File: src/rtl/mac_sequencer_pkg.sv
// Shared definitions for the multiply-accumulate sequencer: state encoding
// and pipeline depth between operand capture and accumulator update.
package mac_sequencer_pkg;

   // Default width of the job length / remaining-pair counter.
   localparam int CNT_W_DEFAULT = 4;

   // Operand capture -> product register -> accumulator register.
   localparam int PIPE_DEPTH = 2;

   typedef enum logic [2:0] {
      S_IDLE  = 3'd0,
      S_CLEAR = 3'd1,
      S_RUN   = 3'd2,
      S_DRAIN = 3'd3,
      S_DONE  = 3'd4
   } state_t;

endpackage

File: src/rtl/mac_sequencer_down_counter.sv
// Remaining-pair counter: loads the job length, counts accepted pairs down
// and saturates at zero so it can never wrap.
module mac_sequencer_down_counter #(
   parameter int CNT_W = 4
) (
   input  logic             i_clk,
   input  logic             i_rst,
   input  logic             i_load,
   input  logic [CNT_W-1:0] i_load_val,
   input  logic             i_dec,
   output logic             o_zero,
   output logic             o_one
);

   logic [CNT_W-1:0] r_count;

   // Load has priority; decrement only while pairs remain.
   always_ff @(posedge i_clk or posedge i_rst) begin
      if (i_rst) begin
         r_count <= '0;
      end else if (i_load) begin
         r_count <= i_load_val;
      end else if (i_dec && (r_count != '0)) begin
         r_count <= r_count - CNT_W'(1);
      end
   end

   assign o_zero = (r_count == '0);
   assign o_one  = (r_count == CNT_W'(1));

endmodule

File: src/rtl/mac_sequencer.sv
// Control FSM for the multiply-accumulate datapath. Accepts a job of N
// operand pairs via valid/ready, tracks them through the product and
// accumulator stages, and raises a held result handshake once the last
// product has landed in the accumulator.
module mac_sequencer
   import mac_sequencer_pkg::*;
#(
   parameter int CNT_W = CNT_W_DEFAULT
) (
   input  logic             i_clk,
   input  logic             i_rst,
   input  logic             i_start,
   input  logic [CNT_W-1:0] i_len,
   input  logic             i_in_valid,
   output logic             o_in_ready,
   output logic             o_en_op,
   output logic             o_en_prod,
   output logic             o_en_acc,
   output logic             o_acc_clr,
   output logic             o_out_valid,
   input  logic             i_out_ready,
   output logic             o_busy
);

   state_t                r_state;
   logic                  r_in_ready;
   logic                  r_acc_clr;
   logic                  r_out_valid;
   logic                  r_busy;
   logic [PIPE_DEPTH-1:0] r_pipe_v;

   logic w_transfer;
   logic w_load;
   logic w_rem_zero;
   logic w_rem_one;
   logic w_pipe_empty_next;

   // A pair moves only when the controller is ready and the source is valid.
   assign w_transfer = r_in_ready & i_in_valid;

   // Length is captured only when a start arrives in IDLE; starts while busy
   // never reach the counter.
   assign w_load = (r_state == S_IDLE) & i_start;

   // In DRAIN nothing new enters, so the pipe is empty after the coming edge
   // once every stage except the last is already clear. Leaving DRAIN on that
   // condition makes out_valid coincide with the accumulator holding the
   // final sum.
   assign w_pipe_empty_next = (r_pipe_v[PIPE_DEPTH-2:0] == '0);

   mac_sequencer_down_counter #(
      .CNT_W(CNT_W)
   ) u_rem (
      .i_clk      (i_clk),
      .i_rst      (i_rst),
      .i_load     (w_load),
      .i_load_val (i_len),
      .i_dec      (w_transfer),
      .o_zero     (w_rem_zero),
      .o_one      (w_rem_one)
   );

   // Valid-bit shift register shadowing the datapath pipeline; stall bubbles
   // travel through unchanged.
   always_ff @(posedge i_clk or posedge i_rst) begin
      if (i_rst) begin
         r_pipe_v <= '0;
      end else begin
         r_pipe_v <= {r_pipe_v[PIPE_DEPTH-2:0], w_transfer};
      end
   end

   // Job sequencing with outputs registered alongside the state transition.
   always_ff @(posedge i_clk or posedge i_rst) begin
      if (i_rst) begin
         r_state     <= S_IDLE;
         r_in_ready  <= 1'b0;
         r_acc_clr   <= 1'b0;
         r_out_valid <= 1'b0;
         r_busy      <= 1'b0;
      end else begin
         case (r_state)
            S_IDLE: begin
               if (i_start) begin
                  r_state   <= S_CLEAR;
                  r_acc_clr <= 1'b1;
                  r_busy    <= 1'b1;
               end
            end

            S_CLEAR: begin
               r_acc_clr <= 1'b0;
               if (w_rem_zero) begin
                  // Empty job: the cleared accumulator is the result.
                  r_state     <= S_DONE;
                  r_out_valid <= 1'b1;
               end else begin
                  r_state    <= S_RUN;
                  r_in_ready <= 1'b1;
               end
            end

            S_RUN: begin
               if (w_transfer && w_rem_one) begin
                  r_state    <= S_DRAIN;
                  r_in_ready <= 1'b0;
               end
            end

            S_DRAIN: begin
               if (w_pipe_empty_next) begin
                  r_state     <= S_DONE;
                  r_out_valid <= 1'b1;
               end
            end

            S_DONE: begin
               if (i_out_ready) begin
                  r_state     <= S_IDLE;
                  r_out_valid <= 1'b0;
                  r_busy      <= 1'b0;
               end
            end

            default: begin
               r_state     <= S_IDLE;
               r_in_ready  <= 1'b0;
               r_acc_clr   <= 1'b0;
               r_out_valid <= 1'b0;
               r_busy      <= 1'b0;
            end
         endcase
      end
   end

   assign o_in_ready  = r_in_ready;
   assign o_en_op     = w_transfer;
   assign o_en_prod   = r_pipe_v[0];
   assign o_en_acc    = r_pipe_v[PIPE_DEPTH-1];
   assign o_acc_clr   = r_acc_clr;
   assign o_out_valid = r_out_valid;
   assign o_busy      = r_busy;

endmodule

File: config.mk
export PLATFORM = sky130hd
export DESIGN_NAME = mac_sequencer
export DESIGN_NICKNAME = d
export VERILOG_FILES = /design/src/rtl/mac_sequencer_pkg.sv /design/src/rtl/mac_sequencer_down_counter.sv /design/src/rtl/mac_sequencer.sv
export SDC_FILE = /design/constraint.sdc
export NUM_CORES = 1
export LEC_CHECK = 0
export CORE_UTILIZATION = 31
export CTS_BUF_LIST = sky130_fd_sc_hd__clkbuf_2 sky130_fd_sc_hd__clkbuf_4 sky130_fd_sc_hd__clkbuf_8
export CTS_CLUSTER_SIZE = 12
export DETAILED_ROUTE_END_ITERATION = 7
export MAX_ROUTING_LAYER = met4
export PLACE_DENSITY = 0.57
export SLEW_MARGIN = 10
export SYNTH_ARGS = -nofsm -noshare
export SYNTH_HDL_FRONTEND = slang
export SYNTH_HIERARCHICAL = 1
export SYNTH_SLANG_ARGS = --single-unit
export TNS_END_PERCENT = 20
File: constraint.sdc
create_clock -name i_clk -period 5 [get_ports i_clk]
set_input_delay 1 -clock i_clk [delete_from_list [all_inputs] [get_ports i_clk]]
set_output_delay 1 -clock i_clk [all_outputs]
set_load 0.02 [all_outputs]
[After elaboration in Yosys (flattened, before gate mapping)]
Index checks and enable logic that the tools add are counted.
Operators by class
  muxes and demuxes: 18
  bitwise operators: 6
  eq/ne operators: 11
  $add $sub $neg: 1
  reduce and logical (&&, ||, !) cells: 15
Operators by type and width (count)
  3-bit 2-to-1 mux: 5
  3-bit case mux with 5 select lines: 1
  2-bit inequality test, second input constant: 5
  3-bit OR reduction: 3
  4-bit 2-to-1 mux: 2
  4-bit AND reduction: 2
  3-bit by 2-bit equality test with 1-bit output, second input constant: 2
  1-bit 2-to-1 mux: 6
  1-bit case mux with 3 select lines: 2
  3-bit AND reduction: 2
  4-bit by 1-bit equality test with 1-bit output, second input constant: 1
  4-bit logical NOT: 1
  1-bit inverter: 4
  1-bit case mux with 4 select lines: 1
  4-bit nonzero test: 1
  4-bit by 1-bit subtractor with 4-bit output, second input constant: 1
  3-bit by 1-bit equality test with 1-bit output, second input constant: 1
  3-bit equality test, second input constant: 1
  3-bit logical NOT: 1
  1-bit AND: 2
  1-bit logical AND: 2
  2-bit by 1-bit inequality test with 1-bit output, second input constant: 1
  1-bit case mux with 2 select lines: 1
  2-bit AND reduction: 1
  2 further kinds: 2
Storage, ports and cells
  flip-flop bits (word level): 13
  logic and storage cells: 58
  output and inout port bits: 7

[Logic depth before layout (Yosys ltp)]
  depth in word-level cells: 4
  gate-level depth with buffers: 7

[Modules after synthesis]
The synthesis kept the hierarchy.
Modules (own cells, without submodules)
  mac_sequencer: area each 427.9 µm², sequential area each 225.2 µm², instances 1, cells an instance 40
  mac_sequencer_down_counter: area each 274.0 µm², sequential area each 100.1 µm², instances 1, cells an instance 31

[Least setup slack after synthesis]
No wires, ideal clock.
  kind: input-to-output
  from: input i_in_valid
  to: output o_en_op
  setup slack: 2.671 ns
  stages: 1
  arrival: 1.329 ns
  buffers on the path: 0
  cell sequence: and2_1
On the way
  longest elaborated chain between the ends: 1
RTL lines
  start, declared: RTL line mac_sequencer.sv:14  | input logic i_in_valid,
  1-bit AND: RTL line mac_sequencer.sv:39  | assign w_transfer = r_in_ready & i_in_valid;
  end, declared: RTL line mac_sequencer.sv:16  | output logic o_en_op,
No other way between the ends.

[Worst setup path after layout]
Ends and elaborated chain as after synthesis.

==> flow_summary.ini <==
[clock_network]
ctsResizeCount = 0
tritoncts = done
clockRootBuffer = clkbuf_4
clockBufferDepth = 2
cts-buffers-inserted = 3
cts_hold_buf = 0
postCtsSetupBuffers = 0
clkTransAtPathRegs_ns = 0.09
cts.sinks = 13
clk_latency_ns = 0.27
h-tree-depth = 1

[timing]
maxSlewHeadroom = 0.758
fmax_ghz = 0.291
period_share = 0.688
finalMaxSlewViolations = 0
hold_violations = 0
final.setup.tns_ns = 0
setup_violations = 0
grt_setup_unrepaired = no
whs_ns = 0.468
fin_skew_ns = 0.00902
worst_pin_slew_ns = 0.362
layout_setup_ws_ns = 1.56
period_needed_ns = 3.44

[global_routing]
grt_usage = 0.139
grt_max_degree = 11
grt_pass1_wl_mm = 2.50
grt_overflow = 0
antenna_found_initial = 0
grt_pass1_vias = 546

[logic_synthesis]
syn_nets = 82
ys_warn_count = 6
syn-cell-area_um2 = 702
synth_area_leader_cell = dfrtp_1
synth_top_area_share = 0.463
synthTopCellsByArea = dfrtp_1 (46%), inv_1 (4.3%), nand2_1 (3.7%), a21oi_1 (3.6%), ha_1 (3.6%)
synth_cell_type_count = 30
synth_seq_cells = 13
avgSynthCellArea_um2 = 9.89
yosysSeqAreaShare = 0.463
synthCells = 71

[place]
numPortBuffers = 15
place_ws_ns = 1.56
place_congestion = 0.743
dp_hpwl_mm = 1.03

[job]
maxCapViolCount = 0

[drt]
ant_nets = 0
routedWlPerCell_um = 12.2
dr.first_iter.drc_count = 13
drt_pass1_iterations = 4
viasPerCell = 4.98
vias = 573
drc_errors = 0
totalWireLength_mm = 1.41

[power]
clkPwrFrac = 0.127
switching_power_mw = 0.213
power.density_nw_per_um2 = 576
vdd_drop_max_v = 0.000253
leakagePower_nw = 0.385
power_frac_seq = 0.399
pwr-share-comb = 0.474
internal_power_mw = 0.300
swShare = 0.415

[critical_path]
critPathBufInv = 2
start_kind = primary input
cpMostUsedCell = clkdlybuf4s50_1
critPathMaxFanout = 9
cp-end-kind = primary output
crit_slowest_cell = clkdlybuf4s50_1
slowest_delay_ns = 0.66
cp_cell_sequence = clkdlybuf4s50_1, and2_1, clkdlybuf4s50_1
crit_arrival_ns = 2.44
required_ns = 4.00
cp_top_family = buffers and inverters
path_class = in -> out

[floorplan]
pin_count = 16
die_w_um = 49.6
die_h_um = 49.6
core_um2 = 2040
rows = 16
die-area_um2 = 2460
start_util = 0.344

[finish]
syn_to_final_growth_pct = 26.9
ff_latch_area_um2 = 325
diodes = 0
fill_cells = 211
fin_nets = 100
multiInputGateArea_um2 = 320
drive_gt1_frac = 0.114

[worst_hold_path]
hold_path.class = reg -> reg

[outcome]
status = finished clean
[cell families after synthesis]
kind of cell	count (synthesis)	share of synthesized area
compound gates	22	0.210
buf+inv	11	0.0802
simple gates	23	0.210
fa+ha+maj	2	0.0356
flops	13	0.463
[power by group through the flow]
| stage | sequential (mW) | combinational, mW | clock, mW |
|---|---|---|---|
| after global routing | 0.213 | 0.270 | 0.0729 |
| after floorplan | 0.204 | 0.179 | 0 |
| after global placement | 0.206 | 0.242 | 0 |
| final | 0.205 | 0.243 | 0.0651 |
| after CTS | 0.204 | 0.244 | 0.0673 |
| after detailed placement | 0.207 | 0.241 | 0 |
[cell usage after synthesis, drive strengths merged]
| cell type | n |
|---|---|
| nand3b | 2 |
| a311oi | 1 |
| buf | 2 |
| a221o | 1 |
| or3b | 1 |
| and2 | 1 |
| a31oi | 1 |
| nand3 | 1 |
| dfrtp | 13 |
| inv | 8 |
| nor3 | 1 |
| nor2 | 3 |
| and4b | 1 |
| nor4b | 1 |
| ha | 2 |
| nor3b | 2 |
| clkinv | 1 |
| and3 | 1 |
| nand4 | 1 |
| a2bb2oi | 1 |
| a221oi | 1 |
| o21ai | 7 |
| nand2 | 7 |
| o2111ai | 1 |
| a21o | 3 |
| a22oi | 1 |
| or3 | 1 |
| a21oi | 5 |
[worst paths after layout]
kind | start | endpoint | slack [ns] | cells past startpoint
min in group asynchronous | i_rst | u_rem/r_count[1] | 0.94 | 2
worst min register to register | r_pipe_v[0] | r_pipe_v[1] | 0.47 | 0
worst max-delay path | i_in_valid | o_en_op | 1.56 | 3
worst min-delay path | r_pipe_v[0] | r_pipe_v[1] | 0.47 | 0
worst max register to register | u_rem/r_count[0] | o_out_valid | 3.17 | 7
max in group asynchronous | i_rst | r_pipe_v[0] | 3.72 | 2
[registers in the layout (all words and copies together) (netlist names)]
register	cells
o_out_valid	1
r_pipe_v	2
r_state	3
o_busy	1
u_rem/r_count	4
o_acc_clr	1
o_in_ready	1
[final cells by class]
| class | instances | share of cell area |
|---|---|---|
| inverters | 9 | 0.0379 |
| flip-flops and latches | 13 | 0.365 |
| well taps | 27 | 0.0379 |
| repair buffers | 15 | 0.169 |
| clock buffers | 3 | 0.0253 |
| multi-input cells | 47 | 0.360 |
| clock inverters | 1 | 0.00562 |
[layout by cell type (no fill, tap or decap), drive strengths merged, types with 2 or more instances in the layout]
cell type and n:
nand3b 2, dfrtp 13, a21oi 5, clkbuf 3
nor2 3, nand2 7, nor3b 2, ha 2
clkinv 2, a21o 3, inv 8, o21ai 7
clkdlybuf4s50 15
[routing by layer]
| metal | wire (um) | share of wire | track usage | vias to the layer above |
|---|---|---|---|---|
| met1 | 744 | 0.53 | 0.191 | 269 |
| met3 | 44 | 0.031 | 0.0309 | 2 |
| met5 | 0 | 0 | - | - |
| met2 | 604 | 0.43 | 0.189 | 10 |
| li1 | - | - | - | 292 |
| met4 | 14 | 0.010 | 0.0714 | 0 |
[per-stage QoR]
stage          instances  utilization  power (mW)  cell area (um2)
5_1_grt              115        0.436       0.556              891
3_5_place_dp         111        0.423       0.448              863
4_1_cts              115        0.436       0.516              891
6_report             115        0.436       0.513              891
2_1_floorplan         71            -       0.383              702
3_3_place_gp         111        0.423       0.448              863
No activity file was read; power rests on OpenSTA's default activity.
